## config.mk

```make
export PLATFORM = sky130hd
export DESIGN_NAME = wam_scan
export DESIGN_NICKNAME = d
export VERILOG_FILES = /design/src/rtl/wam_pkg.sv /design/src/rtl/wam_seg_dec.sv /design/src/rtl/wam_scan.sv
export SDC_FILE = /design/constraint.sdc
export NUM_CORES = 1
export LEC_CHECK = 0
export CAP_MARGIN = 40
export CORE_AREA = 2 2 86 88
export CTS_CLUSTER_DIAMETER = 80
export DETAILED_ROUTE_END_ITERATION = 8
export DIE_AREA = 0 0 88 90
export SLEW_MARGIN = 20
export SYNTH_ARGS = -nofsm -noshare
export SYNTH_HDL_FRONTEND = slang
export SYNTH_SLANG_ARGS = --single-unit
```

## constraint.sdc

```tcl
create_clock -name clk -period 3.2 [get_ports clk]
set_input_delay 0.48 -clock clk [delete_from_list [all_inputs] [get_ports clk]]
set_output_delay 0.48 -clock clk [all_outputs]
set_load 0.05 [all_outputs]
```

## src/rtl/wam_pkg.sv

```systemverilog
// wam_pkg: digit code constants and the active-low seven-segment decode table.
package wam_pkg;
    localparam logic [3:0] WAM_CODE_BLANK = 4'hA;
    localparam logic [3:0] WAM_CODE_OHI   = 4'hB;
    localparam logic [6:0] SEG_0 = 7'b0000001;
    localparam logic [6:0] SEG_1 = 7'b1001111;
    localparam logic [6:0] SEG_2 = 7'b0010010;
    localparam logic [6:0] SEG_3 = 7'b0000110;
    localparam logic [6:0] SEG_4 = 7'b1001100;
    localparam logic [6:0] SEG_5 = 7'b0100100;
    localparam logic [6:0] SEG_6 = 7'b0100000;
    localparam logic [6:0] SEG_7 = 7'b0001111;
    localparam logic [6:0] SEG_8 = 7'b0000000;
    localparam logic [6:0] SEG_9 = 7'b0000100;
    localparam logic [6:0] SEG_OFF = 7'b1111111;
    localparam logic [6:0] SEG_OHI = 7'b0011100;
    localparam logic [6:0] SEG_C = 7'b0110001;
    localparam logic [6:0] SEG_D = 7'b1000010;
    localparam logic [6:0] SEG_E = 7'b0110000;
    localparam logic [6:0] SEG_F = 7'b0111000;

    function automatic logic [6:0] wam_decode(input logic [3:0] code);
        case (code)
            4'h0: return SEG_0;
            4'h1: return SEG_1;
            4'h2: return SEG_2;
            4'h3: return SEG_3;
            4'h4: return SEG_4;
            4'h5: return SEG_5;
            4'h6: return SEG_6;
            4'h7: return SEG_7;
            4'h8: return SEG_8;
            4'h9: return SEG_9;
            WAM_CODE_BLANK: return SEG_OFF;
            WAM_CODE_OHI: return SEG_OHI;
            4'hC: return SEG_C;
            4'hD: return SEG_D;
            4'hE: return SEG_E;
            default: return SEG_F;
        endcase
    endfunction
endpackage

```

## src/rtl/wam_seg_dec.sv

```systemverilog
// wam_seg_dec: combinational 4-bit digit code to active-low a..g segment pattern.
module wam_seg_dec
    import wam_pkg::*;
(
    input  logic [3:0] code,
    output logic [6:0] seg
);
    always_comb seg = wam_decode(code);
endmodule

```

## src/rtl/wam_scan.sv

```systemverilog
// wam_scan: self-timed N-digit seven-segment scanner with frame-synchronous double buffering,
// leading-zero blanking and anti-ghosting blank; WAM_SCAN_BLINK_EN adds per-digit blinking.
module wam_scan
    import wam_pkg::*;
#(
    parameter int NDIG  = 4,
    parameter int DWELL = 100000,
    parameter int BLANK = 4
`ifdef WAM_SCAN_BLINK_EN
    ,
    parameter int BLINK_FRAMES = 64
`endif
)(
    input  logic              clk,
    input  logic              rst_n,
    input  logic [4*NDIG-1:0] value,
    input  logic              load,
    input  logic              lzb_en,
`ifdef WAM_SCAN_BLINK_EN
    input  logic [NDIG-1:0]   blink,
`endif
    output logic [NDIG-1:0]   an,
    output logic [6:0]        a2g,
    output logic              frame
);
    localparam int CW = DWELL > 1 ? $clog2(DWELL) : 1;
    localparam int IW = NDIG > 1 ? $clog2(NDIG) : 1;

    logic [CW-1:0]     cnt;
    logic [IW-1:0]     idx;
    logic [4*NDIG-1:0] disp, pend;
    logic              pend_v, lzb, cnt_wrap, fb, blanking, z;
    logic [NDIG-1:0]   hide, blinked;
    logic [3:0]        code;
    logic [6:0]        seg;

    assign cnt_wrap = cnt == CW'(DWELL - 1);
    assign fb       = cnt_wrap && idx == IW'(NDIG - 1);
    assign blanking = cnt < CW'(BLANK);

`ifdef WAM_SCAN_BLINK_EN
    localparam int FW = BLINK_FRAMES > 1 ? $clog2(BLINK_FRAMES) : 1;
    logic [FW-1:0] fcnt;
    logic          phase;

    always_ff @(posedge clk or negedge rst_n)
        if (!rst_n) begin
            fcnt  <= '0;
            phase <= 1'b0;
        end else if (fb) begin
            fcnt  <= fcnt == FW'(BLINK_FRAMES - 1) ? '0 : fcnt + 1'b1;
            phase <= phase ^ (fcnt == FW'(BLINK_FRAMES - 1));
        end

    assign blinked = phase ? blink : '0;
`else
    assign blinked = '0;
`endif

    // A digit is a leading zero only if it and every more-significant digit hold code 0.
    always_comb begin
        hide = '0;
        z = 1'b1;
        for (int i = NDIG - 1; i >= 0; i--) begin
            z = z && disp[4*i +: 4] == 4'h0;
            hide[i] = (lzb && z && i != 0) || blinked[i];
        end
    end

    assign code = hide[idx] ? WAM_CODE_BLANK : disp[4*idx +: 4];

    wam_seg_dec u_dec (.code(code), .seg(seg));

    always_ff @(posedge clk or negedge rst_n)
        if (!rst_n) begin
            cnt    <= '0;
            idx    <= '0;
            disp   <= '0;
            pend   <= '0;
            pend_v <= 1'b0;
            lzb    <= 1'b0;
            frame  <= 1'b0;
            an     <= '1;
            a2g    <= '1;
        end else begin
            cnt <= cnt_wrap ? '0 : cnt + 1'b1;
            if (cnt_wrap)
                idx <= fb ? '0 : idx + 1'b1;
            if (load)
                pend <= value;
            // A load on the frame boundary bypasses the pending buffer.
            if (fb) begin
                disp   <= load ? value : pend_v ? pend : disp;
                pend_v <= 1'b0;
                lzb    <= lzb_en;
            end else if (load)
                pend_v <= 1'b1;
            frame <= fb;
            an    <= blanking ? '1 : ~(NDIG'(1) << idx);
            a2g   <= blanking ? '1 : seg;
        end
endmodule
```

# Word level (Yosys, flattened, before mapping)
# Memory sizes are Yosys's and may differ from the RTL's.
# Index checks and enable logic that the tools add are counted.
# W data, S select, Z words.
# classes
n_addsub	2
mul	0
n_div	0
magnitude_cmp	2
n_eq_ne	2
n_shift	2
mux	11
bitwise	1
n_reduce_logical	12
# ops
op	n
$mux W16	2
$add A17 B1 Y17 const B	1
$eq A17 B17 Y1 const B	1
$lt A17 B3 Y1 const B	1
$mux W17	1
$shiftx A16 B5 Y4	1
$logic_not A4 Y1	3
$mux W4	2
$mux W7	1
$logic_and A1 B1 Y1	6
$not A4 Y4	1
$reduce_bool A2 Y1	2
$shl A1 B2 Y4 const A	1
$lt A2 B3 Y1 const B	1
$mux W1	3
$add A2 B1 Y2 const B	1
$bmux W1 S2	1
$eq A2 B2 Y1 const B	1
$mux W2	1
$reduce_and A2 Y1	1
# word_totals
regBits	65
latchBits	0
ram_bits	0
mem_bits_ro	112
input_bits	20
word_cells	42
n_memories	1
# memory_table
memory	words	width	read_ports	rd_ports_with_merged_regs	wr	line_no	rtl
(no name shown)	16	7	1	0	0	wam_pkg.sv:23	case (code)

# Longest topological paths before layout
# Gate-level depths: netlist of run 1.
# An unclocked memory read counts as a cell.
# depth
word_depth	9
ltp_mapped	10

# Modules after synthesis
# A second synthesis of run 1 with hierarchy kept.
# hier_totals
cells_unflattened	241
area_unflattened_um2	3119.2
# by_module_without_submodules
module	instances	cells_per_inst	area_each_um2	seq_area_each_um2
wam_scan	1	209	2834.0	1640.3
wam_seg_dec	1	32	285.3	0.0

# Least setup slack after synthesis of run 1
# Ideal clock, no wire load.
# synth_path
path_type	register to register
from	reg cnt[0]
to	reg disp[10]
setup_ns	0.125
t_arrival_ns	2.002
path_slack_ns	1.073
stages_incl_launch_ff	8
path_buffers	1
path_cell_list	dfrtp_1 -> ha_1 -> and4_1 -> nand2_2 -> nor3_4 -> nor3b_4 -> buf_8 -> mux2_4
# synth_via
elab_chain_len	3
# synth_lines
element	line_no	rtl
start, declared	wam_scan.sv:29	logic [CW-1:0] cnt;
start signal, assigned	wam_scan.sv:86	cnt <= cnt_wrap ? '0 : cnt + 1'b1;
$eq A17 B17 Y1	wam_scan.sv:37	assign cnt_wrap = cnt == CW'(DWELL - 1);
$logic_and A1 B1 Y1	wam_scan.sv:38	assign fb = cnt_wrap && idx == IW'(NDIG - 1);
$reduce_and A2 Y1 (no line)	-	
end signal, assigned	wam_scan.sv:93	disp <= load ? value : pend_v ? pend : disp;
end, declared	wam_scan.sv:31	logic [4*NDIG-1:0] disp, pend;
# Every way passes these cells.
# A chain may end at the register's enable or synchronous reset.

# Worst setup path in the final report of run 1
# layout_path
from	reg idx[0]
to	reg a2g[1]
# layout_via
elab_chain_len	5
elab_cells_between_ends	6
classes_between	1 x shift; 4 x mux; 1 x memory
# layout_lines
element	line_no	rtl
start, declared	wam_scan.sv:30	logic [IW-1:0] idx;
start signal, assigned	wam_scan.sv:88	idx <= fb ? '0 : idx + 1'b1;
parallel branches: the longest is 2 deep, another holds $shiftx A16 B5 Y4	-	
$mux W4 (*)	wam_scan.sv:70	assign code = hide[idx] ? WAM_CODE_BLANK : disp[4*idx +: 4];
$mem_v2 Z16 W7 (*)	-	
$mux W7 (*)	wam_scan.sv:100	a2g <= blanking ? '1 : seg;
end signal, assigned	wam_scan.sv:100	
end, declared	wam_scan.sv:23	output logic [6:0] a2g,
# Every way passes the cells marked *. The select of a mux whose other input is x is not followed.

==> impl_metrics.toml, run 1 <==
[worst_setup_path]
cp.required_ns = 3.47
path_buf_inv = 0
worst_setup_path_start_kind = "flip-flop"
crit_fanout = 9
endpoint_kind = "flip-flop"
cp_top_family = "compound AO/OA/AOI/OAI gates"
crit_cells = 8
path_class = "reg -> reg"
cpMostUsedCell = "a21oi_1"
startpoint = "idx[0]"
crit_chain = "nor3b_1 > a21oi_1 > o21bai_1 > ha_1 > nor2b_1 > a21oi_1 > mux2_2 > nand2_1"
crit_slowest_cell = "dfrtp_1"
slowest_delay_ns = 0.57
critPathArrivalTime_ns = 2.69
reg2reg_from = "idx[0]"
rr_worst_depth = 8

[sta]
worstMarginPinSlew_ns = 0.5139
rsz0062_at_grt = "no"
tns_ns = 0
setup_viol = 0
hold_violations = 0
fin_worst_skew_ns = 0.008587
fmax_mhz = 412.9
relSlewSlack_pct = 65.48
holdWs_ns = 0.01058
min_period_over_period_pct = 75.68
period_needed_ns = 2.422
slew_viol_final = 0

[global_routing]
grt_max_degree = 28
grt_pass1_vias = 1945
grt-ovfl-total = 0
antenna_found_initial = 0
track_usage_pct = 15.38
grt_pass1_wl_um = 9349

[synth]
ys_ff_latch = 65
yosysSeqAreaShare_pct = 53.97
synth_area_um2 = 3039
synthesis.nets = 266
synth_cell_types = 39
synthTopCellsByArea = "dfrtp_1, dfstp_2, mux2_2"
avgSynthCellArea_um2 = 12.99
yosys_warnings = 0
synth_top_cell_area_share_pct = 44.46
synth_area_leader_cell = "dfrtp_1"
synthCells = 234

[cts]
cts_tree = "yes"
cts_htree_levels = 3
cts.sinks = 65
root_buffer = "clkbuf_8"
clockBufferDepth = 2
clk_pin_slew_ns = 0.07
cts_resized = 0
numCtsBuffers = 9
insertion_delay_ns = 0.34
postCtsSetupBuffers = 0
cts_hold_buffers = 0

[floorplanning]
fp.coreArea_um2 = 7020
io_pins = 32
rows = 31
dieArea_um2 = 7920
die_h_um = 90
die_w_um = 88
start_util_pct = 43.29

[power_and_ir_drop]
p_per_area_nw_per_um2 = 426.1
cell_internal_pwr_mw = 1.225
pwr-share-clk_pct = 40.9
swShare_pct = 21.60
irDropWorstVdd_mv = 0.2729
p_sw_uw = 337.4
seqPwrFrac_pct = 54.2
comb_power_share_pct = 4.9
leakage_nw = 1.576

[cells_and_area]
final_common_cell = "dfrtp_1"
fillers = 615
final_core_util_pct = 52.22
diodes = 0
finalNetCount = 306
stdcell_count = 377
syn_to_final_growth_pct = 20.63
final_area_um2 = 3666
drive_gt1_share_pct = 27.70
final_cell_mix = "dfrtp_1, clkdlybuf4s50_1, mux2_2"

[placement]
hpwl_um = 3894
postPlaceCellArea_um2 = 3485
place.gp.congestion = 0.8101
placedCellCount = 362
portBuffers = 31

[drt]
drtIter0Drc = 41
drc = 0
drt.antenna.violating_nets = 0
wl_per_cell_um = 14.23
vias = 1878
firstDrtPassIters = 2
vias_per_cell = 4.981
finalWirelength_um = 5366

[worst_hold_path]
hp-class = "in -> async"

[flow_run]
max_cap_viol_count = 0

[outcome]
outcome = "completed"
## power by group through the flow
stage / clock (mW) / sequential, mW / combinational, mW
finish: 0.639 / 0.846 / 0.0769
floorplan: 0 / 0.860 / 0.0288
detailed placement: 0 / 0.861 / 0.0802
CTS: 0.660 / 0.846 / 0.0801
global route: 0.701 / 0.847 / 0.0860
global placement: 0 / 0.861 / 0.0756
## stage by stage
| step | worst slack [ns] | power, mW |
|---|---|---|
| after CTS | 0.7535 | 1.587 |
| after detailed placement | 0.8247 | 0.9416 |
| after global placement | 0.9679 | 0.9364 |
| after floorplan | 1.073 | 0.8890 |
| after global routing | 0.5313 | 1.634 |
| final | 0.7784 | 1.562 |
## cell type report
| type | instances | area, um^2 | area share, % |
|---|---|---|---|
| flip-flops and latches | 65 | 1640 | 44.74 |
| well taps | 99 | 123.9 | 3.379 |
| clock buffers | 13 | 168.9 | 4.608 |
| repair buffers | 38 | 370.4 | 10.10 |
| inverters | 6 | 22.52 | 0.6143 |
| clock inverters | 2 | 12.51 | 0.3413 |
| multi-input cells | 154 | 1328 | 36.21 |
## cells by family (layout without fill, tap and decap cells)
group,Yosys count,in the layout,share of synthesized area [%]
flip-flops,65,65,53.97
AND/OR/NAND/NOR,66,66,12.31
buffers and inverters,15,59,2.346
XOR/XNOR,14,14,4.035
AO/OA/AOI/OAI,21,21,4.611
adder cells (fa/ha/maj),12,12,4.940
multiplexers,41,41,17.79
## layer usage
metal | part of all wire, % | vias to the layer above | GRT usage [%]
met5 | 0 | - | 0
met4 | 2.3 | 0 | 8.462
met3 | 3.2 | 11 | 4.040
met2 | 46 | 29 | 22.16
met1 | 49 | 925 | 20.90
li1 | - | 913 | -
## cells in the mapped netlist (all sizes together)
| cell | count |
|---|---|
| nor3b | 2 |
| a211oi | 1 |
| o211a | 1 |
| o311ai | 1 |
| clkbuf | 4 |
| ha | 12 |
| o21bai | 1 |
| nand2 | 16 |
| xnor2 | 8 |
| mux4 | 4 |
| nor4 | 6 |
| nor2b | 4 |
| dfstp | 11 |
| mux2i | 3 |
| and2 | 1 |
| a21oi | 5 |
| and4 | 1 |
| inv | 6 |
| o211ai | 5 |
| o21ai | 5 |
| xor2 | 6 |
| buf | 5 |
| o21ba | 1 |
| nor3 | 3 |
| mux2 | 34 |
| o2111ai | 1 |
| nand3 | 8 |
| nor2 | 13 |
| and3 | 5 |
| or3 | 1 |
| nand4 | 6 |
| dfrtp | 54 |
## worst paths after layout
kind	endpoint	slack (ns)
max	a2g[1]	0.78
min	lzb	0.01
max reg2reg	a2g[1]	0.78
min reg2reg	cnt[0]	0.49
max in group asynchronous	an[3]	2.40
min in group clk	cnt[0]	0.49
## state kept, by name (all words and copies together) (netlist names)
| register | count |
|---|---|
| idx | 2 |
| pend | 16 |
| cnt | 17 |
| a2g | 7 |
| pend_v | 1 |
| lzb | 1 |
| an | 4 |
| frame | 1 |
| disp | 16 |
(Power assumes the default switching activity.)
==> run 2, diff against run 1 <==
--- a/config.mk
+++ b/config.mk
@@ -10,6 +10,7 @@
 export CTS_CLUSTER_DIAMETER = 80
 export DETAILED_ROUTE_END_ITERATION = 8
 export DIE_AREA = 0 0 88 90
+export PLACE_DENSITY = 0.66
 export SLEW_MARGIN = 20
 export SYNTH_ARGS = -nofsm -noshare
 export SYNTH_HDL_FRONTEND = slang
==> constraint.sdc (replaced) <==
create_clock -name clk -period 2.05 [get_ports clk]
set_input_delay 0.3075 -clock clk [delete_from_list [all_inputs] [get_ports clk]]
set_output_delay 0.3075 -clock clk [all_outputs]
set_load 0.05 [all_outputs]
==> impl_metrics.toml, run 2 (synthesized netlist as in run 1, its figures left out) <==
[drt]
finalWirelength_um = 5776
drtIter0Drc = 67
dr_wl_met2_um = 2820
vias_per_cell = 4.950
dr.max_layer_used = "met4"
wl_per_cell_um = 14.51
wl_met1_um = 2638
drt.antenna.violating_nets = 0
wl_met3_um = 220
vias = 1970
drc = 0
firstDrtPassIters = 4

[worst_setup_path]
worst_setup_path_start_kind = "flip-flop"
slowest_delay_ns = 0.41
critPathArrivalTime_ns = 2.34
rrSetupSlack_ns = -0.06
path_buf_inv = 1
path_class = "reg -> reg"
crit_chain = "nor4_1 > o211ai_1 > o21bai_2 > inv_2 > ha_4 > nor2b_4 > mux2i_1 > o2111ai_1"
crit_fanout = 4
cp.required_ns = 2.28
endpoint_kind = "flip-flop"
crit_slowest_cell = "dfrtp_1"
cp_top_family = "compound AO/OA/AOI/OAI gates"

[sta]
hold_violations = 0
slew_viol_final = 0
period_needed_ns = 2.107
setup_viol = 3
fmax_mhz = 474.6
rsz0062_at_grt = "yes"
fin_worst_skew_ns = 0.01062
fin_ws_ns = -0.05691
holdWs_ns = 0.4951
relSlewSlack_pct = 60.35
min_period_over_period_pct = 102.8
tns_ns = -0.1220
worstMarginPinSlew_ns = 0.5903

[cells_and_area]
diodes = 0
final_cell_mix = "dfrtp_1, clkdlybuf4s50_1, buf_4"
reg_top3 = "cnt (17), disp (16), pend (16)"
regArea_um2 = 1640
stdcell_count = 398
syn_to_final_growth_pct = 30.14
drive_gt1_share_pct = 36.12
final_common_cell = "dfrtp_1"
multiInputGateArea_um2 = 1423
top_register = "cnt"
fillers = 587
final_area_um2 = 3955
largest_reg_flops = 17
finalNetCount = 326
final_core_util_pct = 56.34

[outcome]
outcome = "complete, but fails checks"
violations = "negative setup slack"

[global_routing]
grt_pass1_wl_um = 9611
track_usage_pct = 15.98
grt_max_degree = 66
antenna_found_initial = 0
grt-ovfl-total = 0
grt_pass1_vias = 1992

[cts]
root_buffer = "clkbuf_8"
clk_pin_slew_ns = 0.07
clockBufferDepth = 2
cts_htree_levels = 3
insertion_delay_ns = 0.35
cts.sinks = 65
cts_tree = "yes"
numCtsBuffers = 9

[placement]
placedCellCount = 377
portBuffers = 31
dp_slack_ns = -0.08420
postPlaceCellArea_um2 = 3622
place.gp.congestion = 0.8166
hpwl_um = 3957

[power_and_ir_drop]
leakage_nw = 1.723
irDropWorstVdd_mv = 0.3089
p_per_area_nw_per_um2 = 654.8
finalPower_mw = 2.590

[floorplanning]
die_h_um = 90
fp.coreArea_um2 = 7020
dieArea_um2 = 7920
io_pins = 32
rows = 31
die_w_um = 88
start_util_pct = 43.29

[flow_run]
max_cap_viol_count = 0

[worst_hold_path]
hp-class = "in -> async"
## run 2: cell types whose count changed in the layout (fill, tap and decap cells not counted), moves of 2 or more
cell	before	now
mux2_4	10	12
ha_1	12	8
mux2_2	24	22
buf_4	6	24
ha_4	0	3
nor2b_1	4	2
nor2b_4	0	2
## run 2: layer usage
| layer | vias up | track usage, % |
|---|---|---|
| met5 | - | 0 |
| li1 | 949 | - |
| met2 | 34 | 24.24 |
| met1 | 977 | 20.79 |
| met3 | 10 | 4.959 |
| met4 | 0 | 7.308 |
## run 2: timing repair
action / in CTS / in global routing
setup endpoints to repair: 4 / 20
hold endpoints to repair: 54 / 0
gates resized for setup: 1 / 16
hold buffers: 1 / 0
setup buffers: 0 / 4
pin swaps: 0 / 6
## run 2: cell type report
type                            instances  share of cell area, %
Inverter                                6                 0.5694
Timing Repair Buffer                   58                  13.54
Sequential cell                        65                  41.47
Clock buffer                           14                  4.366
Tap cell                               99                  3.132
Multi-Input combinational cell        154                  35.97
Clock inverter                          2                 0.9491
## run 2: report_power, final
group	leakage (nW)	internal, mW	total (mW)	switching (mW)
sequential	0.813	1.31	1.32	0.00728
combinational	0.807	0.0688	0.123	0.0542
clock	0.103	0.663	1.15	0.483
## run 2: worst reg2reg max path, cell delays in order (launching register included)
cell       delay, ns
dfrtp_1         0.41
nor4_1          0.36
o211ai_1        0.20
o21bai_2        0.28
inv_2           0.12
ha_4            0.19
nor2b_4         0.12
mux2i_1         0.16
o2111ai_1       0.15
## run 2: worst paths after layout
check	from	end	cells past startpoint
min in group clk	cnt[14]	cnt[14]	1
max in group asynchronous	rst_n	disp[12]	3
worst max register to register	disp[9]	a2g[6]	8
worst max-delay path	disp[9]	a2g[6]	8
worst min register to register	cnt[14]	cnt[14]	1
worst min-delay path	rst_n	pend[0]	3
